## config.mk

```make
export PLATFORM = sky130hd
export DESIGN_NAME = bouncing_box_renderer_flat
export DESIGN_NICKNAME = d
export VERILOG_FILES = /design/src/rtl/bouncing_box_renderer_if.sv /design/src/rtl/bouncing_box_renderer.sv /design/src/flat_wrapper.sv
export SDC_FILE = /design/constraint.sdc
export NUM_CORES = 1
export LEC_CHECK = 0
export BUFFER_PORTS_ARGS = -buffer_cell sky130_fd_sc_hd__buf_2
export CAP_MARGIN = 20
export CORE_ASPECT_RATIO = 2
export CORE_MARGIN = 10
export CORE_UTILIZATION = 45
export DETAILED_ROUTE_END_ITERATION = 10
export PLACE_DENSITY = 0.7
export SLEW_MARGIN = 20
export SYNTH_ARGS = -nofsm -noshare
export SYNTH_HDL_FRONTEND = slang
export SYNTH_SLANG_ARGS = --single-unit
```

## constraint.sdc

```tcl
create_clock -name i_clock -period 2.9 [get_ports i_clock]
set_clock_uncertainty 0.1 [all_clocks]
set_input_delay 0.29 -clock i_clock [delete_from_list [all_inputs] [get_ports i_clock]]
set_output_delay 0.29 -clock i_clock [all_outputs]
set_load 0.05 [all_outputs]
```

## src/rtl/bouncing_box_renderer_if.sv

```systemverilog
// Pixel stream between the VGA timing driver, the box renderer and the display side.
// Latency 2 pixelEn strobes from inputs to outputs; no backpressure, pixelEn is a pure strobe.
interface bouncing_box_renderer_if;
    logic       pixelEn;
    logic [9:0] xOrd;
    logic [9:0] yOrd;
    logic       visible;
    logic       hSyncIn;
    logic       vSyncIn;
    logic [5:0] rgb;
    logic       hSyncOut;
    logic       vSyncOut;
    logic       visibleOut;

    modport master (
        output pixelEn, xOrd, yOrd, visible, hSyncIn, vSyncIn,
        input  rgb, hSyncOut, vSyncOut, visibleOut
    );

    modport slave (
        input  pixelEn, xOrd, yOrd, visible, hSyncIn, vSyncIn,
        output rgb, hSyncOut, vSyncOut, visibleOut
    );
endinterface

```

## src/rtl/bouncing_box_renderer.sv

```systemverilog
// Draws a bordered box bouncing once per frame; RGB and syncs leave 2 pixelEn strobes after entry.
// No backpressure: every register advances only on pixelEn and holds otherwise.
module bouncing_box_renderer #(
    parameter int          RES_X    = 500,
    parameter int          RES_Y    = 500,
    parameter int          BOX_SIZE = 32,
    parameter int          STEP     = 2,
    parameter logic [5:0]  BG_COLOR = 6'h01
) (
    input  logic                      i_clock,
    input  logic                      i_reset,
    input  logic                      i_run,
    bouncing_box_renderer_if.slave    pix,
    output logic [7:0]                o_frameCount
);

    localparam logic [10:0] BOX_W  = 11'(BOX_SIZE);
    localparam logic [10:0] STEP_W = 11'(STEP);
    localparam logic [10:0] MAX_X  = 11'(RES_X - BOX_SIZE);
    localparam logic [10:0] MAX_Y  = 11'(RES_Y - BOX_SIZE);

    // Returns {next_dir, next_pos}; dir 1 means moving towards larger coordinates.
    function automatic logic [10:0] bounce(input logic [9:0] pos, input logic dir,
                                           input logic [10:0] maxp);
        logic [10:0] p;
        p = {1'b0, pos};
        if (dir) begin
            if (p + STEP_W >= maxp) bounce = {1'b0, maxp[9:0]};
            else                    bounce = {1'b1, 10'(p + STEP_W)};
        end else begin
            if (p <= STEP_W)        bounce = {1'b1, 10'd0};
            else                    bounce = {1'b0, 10'(p - STEP_W)};
        end
    endfunction

    logic [9:0]  r_box_x;
    logic [9:0]  r_box_y;
    logic        r_dir_x;
    logic        r_dir_y;
    logic        r_vsync_prev;
    logic [7:0]  r_frame_cnt;

    logic        r_in_box1;
    logic        r_border1;
    logic        r_vis1;
    logic        r_hs1;
    logic        r_vs1;

    logic [5:0]  r_rgb2;
    logic        r_hs2;
    logic        r_vs2;
    logic        r_vis2;

    logic [10:0] w_x;
    logic [10:0] w_y;
    logic [10:0] w_bx;
    logic [10:0] w_by;
    logic [10:0] w_bx_end;
    logic [10:0] w_by_end;
    logic        w_in_box;
    logic        w_border;
    logic        w_tick;
    logic [10:0] w_bounce_x;
    logic [10:0] w_bounce_y;
    logic [5:0]  w_colour;

    assign w_x      = {1'b0, pix.xOrd};
    assign w_y      = {1'b0, pix.yOrd};
    assign w_bx     = {1'b0, r_box_x};
    assign w_by     = {1'b0, r_box_y};
    assign w_bx_end = w_bx + BOX_W;
    assign w_by_end = w_by + BOX_W;

    assign w_in_box = (w_x >= w_bx) && (w_x < w_bx_end) &&
                      (w_y >= w_by) && (w_y < w_by_end);
    assign w_border = w_in_box &&
                      ((w_x == w_bx) || (w_x == w_bx_end - 11'd1) ||
                       (w_y == w_by) || (w_y == w_by_end - 11'd1));

    // Falling edge of vsync marks the start of vertical blanking: safe moment to move the box.
    assign w_tick     = r_vsync_prev & ~pix.vSyncIn;
    assign w_bounce_x = bounce(r_box_x, r_dir_x, MAX_X);
    assign w_bounce_y = bounce(r_box_y, r_dir_y, MAX_Y);

    always_comb begin
        w_colour = BG_COLOR;
        if (!r_vis1)         w_colour = 6'h00;
        else if (r_border1)  w_colour = 6'h3F;
        else if (r_in_box1)  w_colour = r_frame_cnt[7:2];
    end

    always_ff @(posedge i_clock) begin
        if (i_reset) begin
            r_box_x      <= '0;
            r_box_y      <= '0;
            r_dir_x      <= 1'b1;
            r_dir_y      <= 1'b1;
            r_vsync_prev <= 1'b1;
            r_frame_cnt  <= '0;
            r_in_box1    <= 1'b0;
            r_border1    <= 1'b0;
            r_vis1       <= 1'b0;
            r_hs1        <= 1'b1;
            r_vs1        <= 1'b1;
            r_rgb2       <= '0;
            r_hs2        <= 1'b1;
            r_vs2        <= 1'b1;
            r_vis2       <= 1'b0;
        end else if (pix.pixelEn) begin
            r_vsync_prev <= pix.vSyncIn;
            if (w_tick) begin
                r_frame_cnt <= r_frame_cnt + 8'd1;
                if (i_run) begin
                    r_box_x <= w_bounce_x[9:0];
                    r_dir_x <= w_bounce_x[10];
                    r_box_y <= w_bounce_y[9:0];
                    r_dir_y <= w_bounce_y[10];
                end
            end
            r_in_box1 <= w_in_box;
            r_border1 <= w_border;
            r_vis1    <= pix.visible;
            r_hs1     <= pix.hSyncIn;
            r_vs1     <= pix.vSyncIn;
            r_rgb2    <= w_colour;
            r_hs2     <= r_hs1;
            r_vs2     <= r_vs1;
            r_vis2    <= r_vis1;
        end
    end

    assign pix.rgb        = r_rgb2;
    assign pix.hSyncOut   = r_hs2;
    assign pix.vSyncOut   = r_vs2;
    assign pix.visibleOut = r_vis2;
    assign o_frameCount   = r_frame_cnt;

endmodule

```

## src/flat_wrapper.sv

```systemverilog
// flat-port wrapper written by rule: the top's interface ports become plain ports
module bouncing_box_renderer_flat 
#(
    parameter int          RES_X    = 500,
    parameter int          RES_Y    = 500,
    parameter int          BOX_SIZE = 32,
    parameter int          STEP     = 2,
    parameter logic [5:0]  BG_COLOR = 6'h01
)
  (i_clock, i_reset, i_run, o_frameCount, pix_pixelEn, pix_xOrd, pix_yOrd, pix_visible, pix_hSyncIn, pix_vSyncIn, pix_rgb, pix_hSyncOut, pix_vSyncOut, pix_visibleOut);
  bouncing_box_renderer_if pix_i ();
  input  logic i_clock;
  input  logic i_reset;
  input  logic i_run;
  output logic [7:0] o_frameCount;
  input wire logic [$bits(pix_i.pixelEn)-1:0] pix_pixelEn;
  input wire logic [$bits(pix_i.xOrd)-1:0] pix_xOrd;
  input wire logic [$bits(pix_i.yOrd)-1:0] pix_yOrd;
  input wire logic [$bits(pix_i.visible)-1:0] pix_visible;
  input wire logic [$bits(pix_i.hSyncIn)-1:0] pix_hSyncIn;
  input wire logic [$bits(pix_i.vSyncIn)-1:0] pix_vSyncIn;
  output wire logic [$bits(pix_i.rgb)-1:0] pix_rgb;
  output wire logic [$bits(pix_i.hSyncOut)-1:0] pix_hSyncOut;
  output wire logic [$bits(pix_i.vSyncOut)-1:0] pix_vSyncOut;
  output wire logic [$bits(pix_i.visibleOut)-1:0] pix_visibleOut;
  assign pix_i.pixelEn = pix_pixelEn;
  assign pix_i.xOrd = pix_xOrd;
  assign pix_i.yOrd = pix_yOrd;
  assign pix_i.visible = pix_visible;
  assign pix_i.hSyncIn = pix_hSyncIn;
  assign pix_i.vSyncIn = pix_vSyncIn;
  assign pix_rgb = pix_i.rgb;
  assign pix_hSyncOut = pix_i.hSyncOut;
  assign pix_vSyncOut = pix_i.vSyncOut;
  assign pix_visibleOut = pix_i.visibleOut;
  bouncing_box_renderer #(.RES_X(RES_X), .RES_Y(RES_Y), .BOX_SIZE(BOX_SIZE), .STEP(STEP), .BG_COLOR(BG_COLOR)) u_core (.i_clock(i_clock), .i_reset(i_reset), .i_run(i_run), .pix(pix_i), .o_frameCount(o_frameCount));
endmodule
```

==> impl_metrics.json <==
{
  "status": "completed",
  "cts_root_buf": "clkbuf_16",
  "postLayoutCoreUtil_pct": 52.0,
  "synth_top_cells_by_area": "dfxtp_1 20%, ha_1 13%, xnor2_1 6.0%, a21oi_1 4.1%, o21ai_0 3.5%",
  "synth_top_family_by_area": "compound AO/OA/AOI/OAI gates",
  "hold_path.class": "input pin to register",
  "ant_nets": 0,
  "hold_buffers": 0,
  "synth_mux_area_share_pct": 1.70,
  "synth_cell_types": 77,
  "h-tree-depth": 2,
  "swShare_pct": 28.4,
  "maxSlewViolCount": 0,
  "final_cells": 663,
  "rows": 49,
  "drive_gt1_share_pct": 18.2,
  "nFillCells": 864,
  "crit_fanout": 9,
  "worstPathArrival_ns": 2.81,
  "antenna_found_initial": 0,
  "clkTransAtPathRegs_ns": 0.07,
  "die-area_um2": 13600,
  "yosys_warnings": 0,
  "multi_input_area_um2": 2990,
  "detail_route.wirelength_mm": 12.8,
  "p_total_uw": 1560,
  "core_um2": 8950,
  "grt_pass1_wl_mm": 20.8,
  "synthXorXnorAreaFrac_pct": 9.05,
  "grt_pass1_vias": 4201,
  "dp_hpwl_mm": 10.1,
  "synth-adder-area-share_pct": 12.8,
  "die_h_um": 155,
  "syn-num-nets": 581,
  "seq_power_share_pct": 38.6,
  "p_per_area_nw_per_um2": 335,
  "ys_ff_latch": 42,
  "grt_usage_pct": 18.6,
  "worst_slew_pin_slew_ns": 0.767,
  "finalWorstSetupSlack_ns": 0.226,
  "hold_viol_final": 0,
  "synth_top_area_share_pct": 20.4,
  "internal-power_uw": 1120,
  "synth.avg_cell_area_um2": 8.05,
  "nets": 629,
  "synth_edf_count": 0,
  "register_area_um2": 841,
  "synth_compound_area_share_pct": 26.0,
  "grt_setup_unrepaired": "no",
  "start_util_pct": 46.0,
  "portBuffers": 43,
  "cts.path.max_buffers": 2,
  "setup_viol": 0,
  "diodes": 0,
  "clk-insertion-delay-late_ns": 0.29,
  "drtPass1Iterations": 5,
  "dr_total_vias": 4187,
  "finalCritPeriodShare_pct": 92.2,
  "synthCells": 512,
  "wl_per_cell_um": 19.3,
  "dp_cells": 655,
  "worstPathRequired_ns": 3.04,
  "crit_path_end_kind": "register",
  "synth-async-reset-ratio_pct": 0,
  "critical_path_class": "register to register",
  "gp_congestion": 1.02,
  "drtIter0Drc": 230,
  "yosys.area_share.simple_pct": 22.9,
  "power_frac_comb_pct": 18.9,
  "clock.fmax_ghz": 0.374,
  "die_x_um": 87.7,
  "synth_flop_cell": "dfxtp_1",
  "clockPowerShare_pct": 42.4,
  "ir_drop_uv": 269,
  "viasPerCell": 6.32,
  "p_sw_uw": 444,
  "cap_viol_max_count": 0,
  "num_io_pins": 44,
  "post-route-drc-count": 0,
  "synth_top_area_cell": "dfxtp_1",
  "clock-sinks": 42,
  "post-place-ws_ns": 0.150,
  "cts_tree": "done",
  "syn_area_um2": 4120,
  "grt_max_degree": 35,
  "seq_area_frac_synth_pct": 20.4,
  "finalSetupTns_ns": 0,
  "startpoint_type": "register",
  "fin_crit_ns": 2.67,
  "relSlewSlack_pct": 48.8,
  "gr-total-overflow": 0,
  "area_delta_synth_final_pct": 13.0,
  "p_leak_uw": 0.00188,
  "numCtsBuffers": 5
}
## synth_stat cells (all sizes together) (4+ instances only)
cell      n
a2111oi   4
a211o     4
a211oi    7
a21o      7
a21oi    34
a221oi    5
a31oi     8
a41oi     4
and3      5
and4      4
buf      16
clkbuf   13
dfxtp    42
ha       42
inv      28
mux2i     7
nand2    32
nand2b    6
nand3    20
nand4    11
nand4b    6
nor2     39
nor3     20
nor3b     4
nor4      5
o2111ai   4
o21ai    30
o31ai     4
xnor2    28
xor2     12
## sequential cells by signal, indices dropped and copies added (netlist names)
signal and flops:
u_core.r_in_box1 1, u_core.r_box_x 9, u_core.o_frameCount 8, u_core.r_dir_y 1, u_core.r_border1 1, u_core.r_vis1 1
u_core.r_hs1 1, u_core.r_box_y 9, u_core.r_dir_x 1, u_core.pix.rgb 6, u_core.pix.visibleOut 1, u_core.pix.hSyncOut 1
u_core.r_vsync_prev 1, u_core.pix.vSyncOut 1
## cells by family (layout without fill, tap and decap cells)
family / after synthesis / in the layout
and+or+nand+nor: 171 / 171
AOI/OAI and AO/OA: 150 / 150
buffers and inverters: 59 / 108
adders and majority gates: 42 / 42
DFF: 42 / 42
xor gates and xnor gates: 41 / 41
muxes: 7 / 7
## cells in the final DEF (no fill, tap or decap), types with 3 or more instances in the layout
cell / instances
a211o_1: 4
a211oi_1: 7
a21boi_0: 3
a21o_1: 7
a21oi_1: 34
a221oi_1: 4
a31oi_1: 7
a41oi_1: 4
and2_1: 3
and3_1: 3
and4_1: 3
buf_2: 43
buf_4: 27
clkbuf_16: 5
dfxtp_1: 42
ha_1: 42
inv_1: 27
mux2i_1: 7
nand2_1: 32
nand2b_1: 6
nand3_1: 20
nand4_1: 11
nand4b_1: 6
nor2_1: 38
nor3_1: 20
nor3b_1: 4
nor4_1: 3
o2111ai_1: 4
o211a_1: 3
o211ai_1: 3
o21a_1: 3
o21ai_0: 29
o2bb2ai_1: 3
o31ai_1: 3
or3_1: 3
or3b_2: 3
xnor2_1: 28
xor2_1: 12
## critical path, cell delays in order, from the launching register on
cell and delay (ns):
dfxtp_1 0.53, inv_1 0.15, ha_1 0.39, nand2b_1 0.17, a21oi_1 0.16, nor4_1 0.10, a211o_1 0.33, a2111oi_0 0.52
a31o_2 0.17
## cell type report
cell class                 count  area share [%]
tap                          102            2.74
sequential                    42            18.1
timing repair buffer          70            8.97
clock buffer                   5            2.69
multi-input combinational    411            64.2
inverter                      30            2.42
clock inverter                 3           0.940
## repair_timing
action | 4_1_cts | 5_1_grt
buffers inserted | 0 | 0
endpoints found under the setup margin | 0 | 4
gates resized for setup | 0 | 3
## routing by layer
| metal | global-route usage [%] | part of all wire [%] |
|---|---|---|
| met5 | 0 | 0 |
| met4 | 10.8 | 5.5 |
| met3 | 2.25 | 3.3 |
| met2 | 35.8 | 57 |
| met1 | 17.6 | 34 |
## through the flow
stage / hold slack (ns) / area, um^2
final: 0.136 / 4660
after CTS: 0.138 / 4650
after global routing: 0.135 / 4660
after floorplan: 0.307 / 4120
after global placement: 0.353 / 4480
after detailed placement: 0.360 / 4480
## worst paths after layout
check	startpoint	cells after the start	end	slack, ns
hold reg to reg	u_core.pix.visibleOut	2	u_core.pix.visibleOut	0.37
setup reg to reg	u_core.r_box_x[1]	8	u_core.r_box_x[1]	0.23
setup / recovery	u_core.r_box_x[1]	8	u_core.r_box_x[1]	0.23
hold / removal	pix_hSyncIn	3	u_core.r_hs1	0.14
## power groups by stage
stage,logic (uW),clock network [uW],registers (uW)
2_1_floorplan,193,0,623
3_3_place_gp,289,0,615
3_5_place_dp,292,0,616
4_1_cts,294,669,603
5_1_grt,327,694,605
6_report,296,662,603
Power figures use the tool's default switching activity.
